## config.mk

```make
export PLATFORM = sky130hd
export DESIGN_NAME = lfclk_ctrl
export DESIGN_NICKNAME = d
export VERILOG_FILES = /design/src/rtl/lfclk_pkg.sv /design/src/rtl/lfclk_phase_gen.sv /design/src/rtl/lfclk_ctrl.sv
export SDC_FILE = /design/constraint.sdc
export NUM_CORES = 1
export LEC_CHECK = 0
export CORE_MARGIN = 2
export CORE_UTILIZATION = 35
export CTS_CLUSTER_DIAMETER = 30
export DETAILED_ROUTE_END_ITERATION = 7
export PLACE_DENSITY = 0.5
export RECOVER_POWER = 50
export SYNTH_ARGS = -nofsm -noshare
export SYNTH_HDL_FRONTEND = slang
export SYNTH_HIERARCHICAL = 1
export SYNTH_SLANG_ARGS = --single-unit
```

## constraint.sdc

```tcl
create_clock -name clk8388 -period 9 [get_ports clk8388]
set_input_delay 2.25 -clock clk8388 [delete_from_list [all_inputs] [get_ports clk8388]]
set_output_delay 2.25 -clock clk8388 [all_outputs]
set_load 0.05 [all_outputs]
```

## src/rtl/lfclk_pkg.sv

```systemverilog
// Shared types and constants for the low-frequency clock controller.
// Holds the FSM state encoding, width defaults and the divider clamp helper.
package lfclk_pkg;

    localparam int DIV_W_DEF        = 16;
    localparam int FRAC_W_DEF       = 8;
    localparam int DIV_DEFAULT_DEF  = 256;
    localparam int FRAC_DEFAULT_DEF = 0;
    localparam int DIV_MIN          = 2;

    typedef enum logic [1:0] {
        ST_IDLE     = 2'd0,
        ST_RUN      = 2'd1,
        ST_STOPPING = 2'd2
    } lfclk_state_e;

    // A period shorter than two cycles cannot carry both a high and a low phase.
    function automatic logic [31:0] clamp_div(input logic [31:0] div);
        logic [31:0] res;
        if (div < 32'(DIV_MIN)) begin
            res = 32'(DIV_MIN);
        end else begin
            res = div;
        end
        return res;
    endfunction

endpackage

```

## src/rtl/lfclk_phase_gen.sv

```systemverilog
// Phase counter for one lf_clk period: latches the period length (integer
// divide plus fractional carry) at each period start and drives lf_clk.
module lfclk_phase_gen
    import lfclk_pkg::*;
#(
    parameter int DIV_W  = DIV_W_DEF,
    parameter int FRAC_W = FRAC_W_DEF
) (
    input  logic              clk8388,
    input  logic              rst_n,
    input  logic              start_i,
    input  logic              adv_i,
    input  logic              acc_clr_i,
    input  logic [DIV_W-1:0]  div_i,
    input  logic [FRAC_W-1:0] frac_i,
    output logic              lf_clk_o,
    output logic              last_o
);

    logic [DIV_W:0]  cnt_q, cnt_d;
    logic [DIV_W:0]  period_q, period_d;
    logic [DIV_W:0]  high_q, high_d;
    logic [FRAC_W-1:0] acc_q, acc_d;
    logic            clk_q, clk_d;
    logic [FRAC_W:0] sum_s;
    logic [DIV_W:0]  p_new_s;
    logic [DIV_W:0]  cnt_inc_s;

    // Next-period length and next phase state; period geometry only changes on start_i.
    always_comb begin
        sum_s     = {1'b0, (acc_clr_i ? {FRAC_W{1'b0}} : acc_q)} + {1'b0, frac_i};
        p_new_s   = {1'b0, div_i} + {{DIV_W{1'b0}}, sum_s[FRAC_W]};
        cnt_inc_s = cnt_q + {{DIV_W{1'b0}}, 1'b1};
        cnt_d     = cnt_q;
        period_d  = period_q;
        high_d    = high_q;
        acc_d     = acc_q;
        clk_d     = clk_q;
        if (start_i) begin
            cnt_d    = {(DIV_W+1){1'b0}};
            period_d = p_new_s;
            high_d   = {1'b0, p_new_s[DIV_W:1]};
            acc_d    = sum_s[FRAC_W-1:0];
            clk_d    = 1'b1;
        end else if (adv_i) begin
            cnt_d = cnt_inc_s;
            clk_d = (cnt_inc_s < high_q);
        end else begin
            cnt_d = {(DIV_W+1){1'b0}};
            clk_d = 1'b0;
            if (acc_clr_i) begin
                acc_d = {FRAC_W{1'b0}};
            end else begin
                acc_d = acc_q;
            end
        end
    end

    // Phase state registers.
    always_ff @(posedge clk8388 or negedge rst_n) begin
        if (!rst_n) begin
            cnt_q    <= {(DIV_W+1){1'b0}};
            period_q <= {(DIV_W+1){1'b0}};
            high_q   <= {(DIV_W+1){1'b0}};
            acc_q    <= {FRAC_W{1'b0}};
            clk_q    <= 1'b0;
        end else begin
            cnt_q    <= cnt_d;
            period_q <= period_d;
            high_q   <= high_d;
            acc_q    <= acc_d;
            clk_q    <= clk_d;
        end
    end

    assign lf_clk_o = clk_q;
    assign last_o   = (cnt_q == (period_q - {{DIV_W{1'b0}}, 1'b1}));

endmodule

```

## src/rtl/lfclk_ctrl.sv

```systemverilog
// Low-frequency clock controller: run/stop FSM, shadowed period config with
// boundary-aligned activation, tick counter and sticky compare alarm.
module lfclk_ctrl
    import lfclk_pkg::*;
#(
    parameter int DIV_W        = DIV_W_DEF,
    parameter int FRAC_W       = FRAC_W_DEF,
    parameter int DIV_DEFAULT  = DIV_DEFAULT_DEF,
    parameter int FRAC_DEFAULT = FRAC_DEFAULT_DEF
) (
    input  logic              clk8388,
    input  logic              rst_n,
    input  logic              en,
    input  logic              cfg_valid,
    output logic              cfg_ready,
    input  logic [DIV_W-1:0]  cfg_div,
    input  logic [FRAC_W-1:0] cfg_frac,
    input  logic [31:0]       cmp_val,
    input  logic              irq_clr,
    output logic              lf_clk,
    output logic              lf_tick,
    output logic              busy,
    output logic [31:0]       tick_cnt,
    output logic              irq
);

    localparam logic [1:0] S_IDLE     = ST_IDLE;
    localparam logic [1:0] S_RUN      = ST_RUN;
    localparam logic [1:0] S_STOPPING = ST_STOPPING;

    logic [1:0]        state_q, state_d;
    logic              pending_q, pending_d;
    logic [DIV_W-1:0]  sh_div_q, sh_div_d;
    logic [FRAC_W-1:0] sh_frac_q, sh_frac_d;
    logic [DIV_W-1:0]  act_div_q, act_div_d;
    logic [FRAC_W-1:0] act_frac_q, act_frac_d;
    logic              lf_tick_q, busy_q, irq_q, irq_d;
    logic [31:0]       tick_cnt_q, tick_cnt_d;

    logic              start_s, adv_s, last_s, apply_s, accept_s;
    logic [DIV_W-1:0]  div_eff_s, div_clamp_s;
    logic [FRAC_W-1:0] frac_eff_s;
    logic [31:0]       tick_inc_s;

    assign div_clamp_s = DIV_W'(clamp_div(32'(cfg_div)));

    // A stop request only takes effect at the end of the running period.
    always_comb begin
        start_s = 1'b0;
        adv_s   = 1'b0;
        state_d = state_q;
        case (state_q)
            S_IDLE: begin
                if (en) begin
                    start_s = 1'b1;
                    state_d = S_RUN;
                end else begin
                    state_d = S_IDLE;
                end
            end
            S_RUN, S_STOPPING: begin
                if (last_s) begin
                    if (en) begin
                        start_s = 1'b1;
                        state_d = S_RUN;
                    end else begin
                        state_d = S_IDLE;
                    end
                end else begin
                    adv_s   = 1'b1;
                    state_d = en ? S_RUN : S_STOPPING;
                end
            end
            default: begin
                state_d = S_IDLE;
            end
        endcase
    end

    // Config shadow: accepted when not pending, promoted at a period start or while idle.
    always_comb begin
        accept_s   = cfg_valid && !pending_q;
        apply_s    = pending_q && ((state_q == S_IDLE) || start_s);
        pending_d  = pending_q;
        sh_div_d   = sh_div_q;
        sh_frac_d  = sh_frac_q;
        act_div_d  = act_div_q;
        act_frac_d = act_frac_q;
        if (accept_s) begin
            pending_d = 1'b1;
            sh_div_d  = div_clamp_s;
            sh_frac_d = cfg_frac;
        end else if (apply_s) begin
            pending_d  = 1'b0;
            act_div_d  = sh_div_q;
            act_frac_d = sh_frac_q;
        end else begin
            pending_d = pending_q;
        end
        div_eff_s  = apply_s ? sh_div_q : act_div_q;
        frac_eff_s = apply_s ? sh_frac_q : act_frac_q;
    end

    // Tick counter and alarm; a new match outranks a simultaneous clear.
    always_comb begin
        tick_inc_s = tick_cnt_q + 32'd1;
        if (start_s) begin
            tick_cnt_d = tick_inc_s;
        end else begin
            tick_cnt_d = tick_cnt_q;
        end
        irq_d = (start_s && (tick_inc_s == cmp_val)) || (irq_q && !irq_clr);
    end

    // Control, config and status registers.
    always_ff @(posedge clk8388 or negedge rst_n) begin
        if (!rst_n) begin
            state_q    <= S_IDLE;
            pending_q  <= 1'b0;
            sh_div_q   <= DIV_W'(DIV_DEFAULT);
            sh_frac_q  <= FRAC_W'(FRAC_DEFAULT);
            act_div_q  <= DIV_W'(DIV_DEFAULT);
            act_frac_q <= FRAC_W'(FRAC_DEFAULT);
            lf_tick_q  <= 1'b0;
            busy_q     <= 1'b0;
            tick_cnt_q <= 32'd0;
            irq_q      <= 1'b0;
        end else begin
            state_q    <= state_d;
            pending_q  <= pending_d;
            sh_div_q   <= sh_div_d;
            sh_frac_q  <= sh_frac_d;
            act_div_q  <= act_div_d;
            act_frac_q <= act_frac_d;
            lf_tick_q  <= start_s;
            busy_q     <= (state_d != S_IDLE);
            tick_cnt_q <= tick_cnt_d;
            irq_q      <= irq_d;
        end
    end

    lfclk_phase_gen #(
        .DIV_W  (DIV_W),
        .FRAC_W (FRAC_W)
    ) u_phase (
        .clk8388   (clk8388),
        .rst_n     (rst_n),
        .start_i   (start_s),
        .adv_i     (adv_s),
        .acc_clr_i (apply_s),
        .div_i     (div_eff_s),
        .frac_i    (frac_eff_s),
        .lf_clk_o  (lf_clk),
        .last_o    (last_s)
    );

    assign cfg_ready = !pending_q;
    assign lf_tick   = lf_tick_q;
    assign busy      = busy_q;
    assign tick_cnt  = tick_cnt_q;
    assign irq       = irq_q;

endmodule
```

==> results of run 1 <==
worst paths after layout:
path                                         to  cells after the start
max                        u_phase/period_q[14]                     28
min                                act_div_q[1]                      2
max reg2reg                u_phase/period_q[14]                     28
min reg2reg                        act_div_q[1]                      2
max in group asynchronous           tick_cnt[3]                      2
min in group asynchronous           sh_div_q[2]                      1
synth_stat cells, drive strengths merged (5+ instances only):
cell type,n,share of area
a21o,7,0.0067
a21oi,32,0.020
a22o,7,0.0076
and3,12,0.011
buf,11,0.012
clkbuf,23,0.011
dfrtp,127,0.39
ha,30,0.047
inv,37,0.017
mux2,24,0.034
nand2,137,0.066
nand3,38,0.026
nand4,28,0.025
nor2,59,0.028
nor2b,26,0.020
nor3,22,0.014
nor4,17,0.018
o211ai,5,0.0047
o21ai,18,0.011
or3,5,0.0047
xnor2,71,0.077
xor2,56,0.061
worst max-delay path, delay by kind of cell (launching register included):
kind            cells  cell delay (ps)
buf+inv             3              790
mux                 1              130
flops               1              470
xor+xnor            2              370
fa+ha+maj           4             1110
simple gates        8             1920
compound gates     10             1880
layout by cell type, fill, tap and decap left out, types with 30 or more instances in the layout:
master / synthesis / layout
dfrtp_1: 127 / 127
inv_1: 36 / 35
nand3_1: 36 / 36
nor2_1: 59 / 59
nand2_1: 135 / 135
ha_1: 30 / 30
clkdlybuf4s50_1: 0 / 93
a21oi_1: 32 / 32
xor2_1: 56 / 56
xnor2_1: 71 / 71
logic make-up (layout without fill, tap and decap cells):
| logic type | after synthesis | count (layout) | share of synthesized area |
|---|---|---|---|
| AO/OA/AOI/OAI | 104 | 104 | 0.0894 |
| XOR/XNOR | 127 | 127 | 0.138 |
| adder cells (fa/ha/maj) | 31 | 31 | 0.0491 |
| buffers and inverters | 72 | 171 | 0.0415 |
| flip-flops | 129 | 129 | 0.401 |
| multiplexers | 27 | 27 | 0.0378 |
| AND/OR/NAND/NOR | 375 | 375 | 0.243 |
final cells by class:
| type | count | area [um^2] |
|---|---|---|
| Fill cell | 2241 | 12800 |
| Sequential cell | 129 | 3230 |
| Multi-Input combinational cell | 664 | 4490 |
| Timing Repair Buffer | 102 | 996 |
| Clock buffer | 17 | 425 |
| Clock inverter | 15 | 164 |
| Inverter | 37 | 139 |
| Tap cell | 285 | 357 |
routing by layer:
metal  routed length [um]  vias to the layer above  track usage  part of all wire
li1                     -                     3168            -                 -
met1                 9790                     2940        0.243              0.51
met2                 8530                       94        0.255              0.45
met3                  562                       11       0.0297             0.030
met4                  144                        0       0.0406            0.0076
met5                    0                        -            0                 0
through the flow:
step	util	setup slack [ps]
3_5_place_dp	0.408	1800
4_1_cts	0.434	2230
6_report	0.433	2170
5_1_grt	0.433	1390
3_3_place_gp	0.408	1880
2_1_floorplan	-	2950
power breakdown:
group	leakage (uW)	switching [uW]	internal (uW)	total [uW]
sequential	0.00161	174	780	954
combinational	0.00235	748	500	1250
clock	0.000283	302	395	697
total	0.00424	1220	1680	2900
registers in the layout, summed over array words and instances (netlist names):
register          cells
sh_frac_q             8
u_phase/period_q     17
u_phase/cnt_q        17
sh_div_q             16
u_phase/acc_q         8
irq                   1
state_q               2
busy                  1
pending_q             1
act_frac_q            8
tick_cnt             32
lf_tick               1
u_phase/lf_clk_o      1
act_div_q            16
==> run metrics, run 1 <==
run status=complete, but fails checks; violated checks=capacitance limit, slew limit; start of the worst register-to-register path=u_phase/period_q[3]; reg2reg setup slack=2170 ps; critical path fanouts, max=33; syn nets=957; final worst path period share=0.759; area of the die=24200 um^2; Cell variety after synth=85; Final Instance Area=9800 um^2; Post-DP HPWL=13.9 mm; final cell count without fillers=1249; fmax=146 MHz; GPL Wtd Cong=0.787; Starting Density=0.356; number of flops mapped to enable cells by yosys=0; Crit path largest cell delay=610 ps; diodes inserted=0; clock tree sinks=129; H-tree Lvls=4; number of warnings issued by yosys=6; Core Region=22600 um^2; Hold Buf Count CTS=0; minimum clock period=6830 ps; CTS buffer count=17; clock-pin slew on the worst setup and hold paths=60 ps; CP startpoint=u_phase/period_q[3]; clk buf depth=2; CTS tree=yes; Most used DFF post-synth=dfrtp_1; Yosys reg bits=129; DR iter-0 viols=335; register area share after synthesis=0.401; Setup-failing EPs final=0; Tot GR Track Use=0.166; Data arrival, critical path=7100 ps; WS Path Type=register to register; post-placement cell count=1217; height of the die=156 um; layout cell share with drive strength beyond 1=0.0996; RSZ-0062 raised after global routing=no; Slew Viols, Final=77; WL per Instance=15.2 um; worst vdd ir=0.179 mV; Hold Fails Final Rpt=0; Leak Pwr=0.00424 uW; Max Cap Viol=1; post-route ant nets=0; Final TNS setup=0 ps; startpoint types=register; first-pass GRT wire length=32.2 mm; hold crit path type=register to register; # resized after CTS=0; Post-Synthesis Cells=865; Slew @ Worst Pin=4070 ps; total grt overflow=0; CTS root buf=clkbuf_16; min-delay src=act_div_q[1]; PwrDens=296 nW/um^2; slowest CP cell=a2111oi_0; WHS=468 ps; Residual DRC=0; CP dominant cell by count=a21oi_1; synthesized area per cell=9.31 um^2; Port-buffer cells=97; total power=2900 uW; Syn-to-layout area delta=21.7%; Slew headroom=-1.71; number of vias per cell=4.97; DP Area=9230 um^2; pin count of the biggest net entering global routing=77; total routed wirelength=19.0 mm; Skew-Pair Late Insertion Delay=420 ps; clock skew=16.9 ps; Post-synth ARST share=1.00; vias after detailed routing=6213; CP required=9270 ps; DR pass1 iterations=5; fin nets=1043; row count=55; vias in the first global route=6161; die extent in x=156 um; initial antenna violation count=0; Post-CTS Setup Inserts=0; mapped cell area=8050 um^2; io pins=98; Worst Setup End Kind=register
No activity file was read; power rests on OpenSTA's default activity.
==> run 2: changes to the inputs <==
==> constraint.sdc (replaced) <==
create_clock -name clk8388 -period 6.7 [get_ports clk8388]
set_input_delay 1.675 -clock clk8388 [delete_from_list [all_inputs] [get_ports clk8388]]
set_output_delay 1.675 -clock clk8388 [all_outputs]
set_load 0.05 [all_outputs]
==> run 2 against run 1 <==
  * The run still ends with capacitance limit, slew limit left
  * Total power is 35% higher
  * Worst hold slack barely moved
  * Clock power up 34%
  * Sequential cell count unchanged
  * Critical path depth shrank 1
  * First-iteration DRC count fell by 16%
  * Cell count barely moved
  * Fmax up 13%
  * Die area unchanged
  * Highest routed layer unchanged
==> run metrics, run 2 (synthesis gave the netlist of run 1 again) <==
clock skew=17.5 ps; CTS tree=yes; hold crit path type=register to register; CP required=6970 ps; minimum clock period=6020 ps; Hold Buf Count CTS=0; routed length on met2=8.59 mm; violated checks=capacitance limit, slew limit; most frequent cells in the layout=nand2_1, dfrtp_1, clkdlybuf4s50_1; Setup-failing EPs final=0; met1 WL=9.80 mm; slowest CP cell=nor4_1; post-route ant nets=0; Slew headroom=-1.69; # resized after CTS=0; critical path fanouts, max=25; Residual DRC=0; fmax=166 MHz; Max Cap Viol=1; area taken by multi-input logic gates=4490 um^2; Slew @ Worst Pin=4030 ps; startpoint types=register; initial antenna violation count=0; Syn-to-layout area delta=21.9%; final worst path period share=0.898; vias after detailed routing=6169; Worst Setup End Kind=register; diodes inserted=0; clk buf depth=2; Post-CTS Setup Inserts=0; Crit path largest cell delay=590 ps; row count=55; CP dominant cell by count=a21oi_1; final core utilization=0.433; PwrDens=398 nW/um^2; Core Region=22600 um^2; number of vias per cell=4.94; Post-DP HPWL=14.0 mm; io pins=98; Slew Viols, Final=77; FF/Latch Area=3230 um^2; layout cell share with drive strength beyond 1=0.101; top sig layer=met4; clock tree sinks=129; H-tree Lvls=4; CTS root buf=clkbuf_16; die extent in x=156 um; Skew-Pair Late Insertion Delay=430 ps; total grt overflow=0; worst vdd ir=0.202 mV; area of the die=24200 um^2; commonest non-fill, non-tap cell in the layout=nand2_1; Data arrival, critical path=6290 ps; Port-buffer cells=97; met3 wire len=651 um; Starting Density=0.356; Leak Pwr=0.00425 uW; total routed wirelength=19.1 mm; pin count of the biggest net entering global routing=77; WS Path Type=register to register; Final TNS setup=0 ps; filler instances=2228; Hold Fails Final Rpt=0; clock-pin slew on the worst setup and hold paths=70 ps; run status=complete, but fails checks; fin nets=1044; max FFs per register=32; RSZ-0062 raised after global routing=no; WL per Instance=15.3 um; height of the die=156 um; GPL Wtd Cong=0.812; DR pass1 iterations=5; first-pass GRT wire length=32.5 mm; CTS buffer count=17; Tot GR Track Use=0.167; DR iter-0 viols=280; vias in the first global route=6248
run 2: stage by stage:
step / power [uW] / cells / cell area, um^2 / hold slack (ps) / setup slack (ps)
floorplan: 2530 / 865 / 8050 / 439 / 995
global placement: 2990 / 1218 / 9240 / 451 / 646
detailed placement: 2990 / 1218 / 9240 / 456 / 576
CTS: 3960 / 1250 / 9830 / 472 / 590
global route: 4230 / 1250 / 9810 / 487 / 133
finish: 3900 / 1250 / 9810 / 467 / 680
run 2: path summary, 6_finish.rpt:
| check | slack [ps] | startpoint | endpoint | cells after the start |
|---|---|---|---|---|
| min in group asynchronous | 2660 | rst_n | sh_div_q[5] | 1 |
| max | 680 | u_phase/period_q[3] | u_phase/period_q[14] | 27 |
| max reg2reg | 680 | u_phase/period_q[3] | u_phase/period_q[14] | 27 |
| max in group asynchronous | 1190 | rst_n | tick_cnt[3] | 2 |
| min | 470 | act_div_q[11] | act_div_q[11] | 2 |
| min reg2reg | 470 | act_div_q[11] | act_div_q[11] | 2 |
run 2: layout make-up:
cell class | count | share of cell area
multi-input combinational | 664 | 0.458
tap | 285 | 0.0363
clock inverter | 15 | 0.0170
clock buffer | 17 | 0.0434
inverter | 37 | 0.0142
timing repair buffer | 103 | 0.102
sequential | 129 | 0.329
run 2: layer usage:
| layer | vias to the layer above | track usage |
|---|---|---|
| met5 | - | 0 |
| met4 | 0 | 0.0384 |
| met1 | 2908 | 0.236 |
| met2 | 97 | 0.263 |
| met3 | 4 | 0.0350 |
| li1 | 3160 | - |
run 2: report_power, final:
group          total (uW)  switching [uW]  internal, uW  leakage, uW
combinational        1690            1010           680      0.00235
sequential           1280             231          1050      0.00161
clock                 935             405           530     0.000287
total                3900            1650          2260      0.00425
run 2: worst max-delay path, delay by kind of cell, from the launching register on:
family	cells	cell delay (ps)
adder cells (fa/ha/maj)	3	930
buffers and inverters	2	330
XOR/XNOR	1	150
multiplexers	2	330
AND/OR/NAND/NOR	9	2000
flip-flops	1	460
AO/OA/AOI/OAI	10	1660
==> run 3: changes to the inputs <==
--- a/config.mk
+++ b/config.mk
@@ -7,7 +7,7 @@
 export LEC_CHECK = 0
 export CORE_MARGIN = 2
 export CORE_UTILIZATION = 35
-export CTS_CLUSTER_DIAMETER = 30
+export CTS_CLUSTER_DIAMETER = 120
 export DETAILED_ROUTE_END_ITERATION = 7
 export PLACE_DENSITY = 0.5
 export RECOVER_POWER = 50
==> results of run 3 <==
Same layout as run 2: the final DEF is identical, and so are final timing and power.
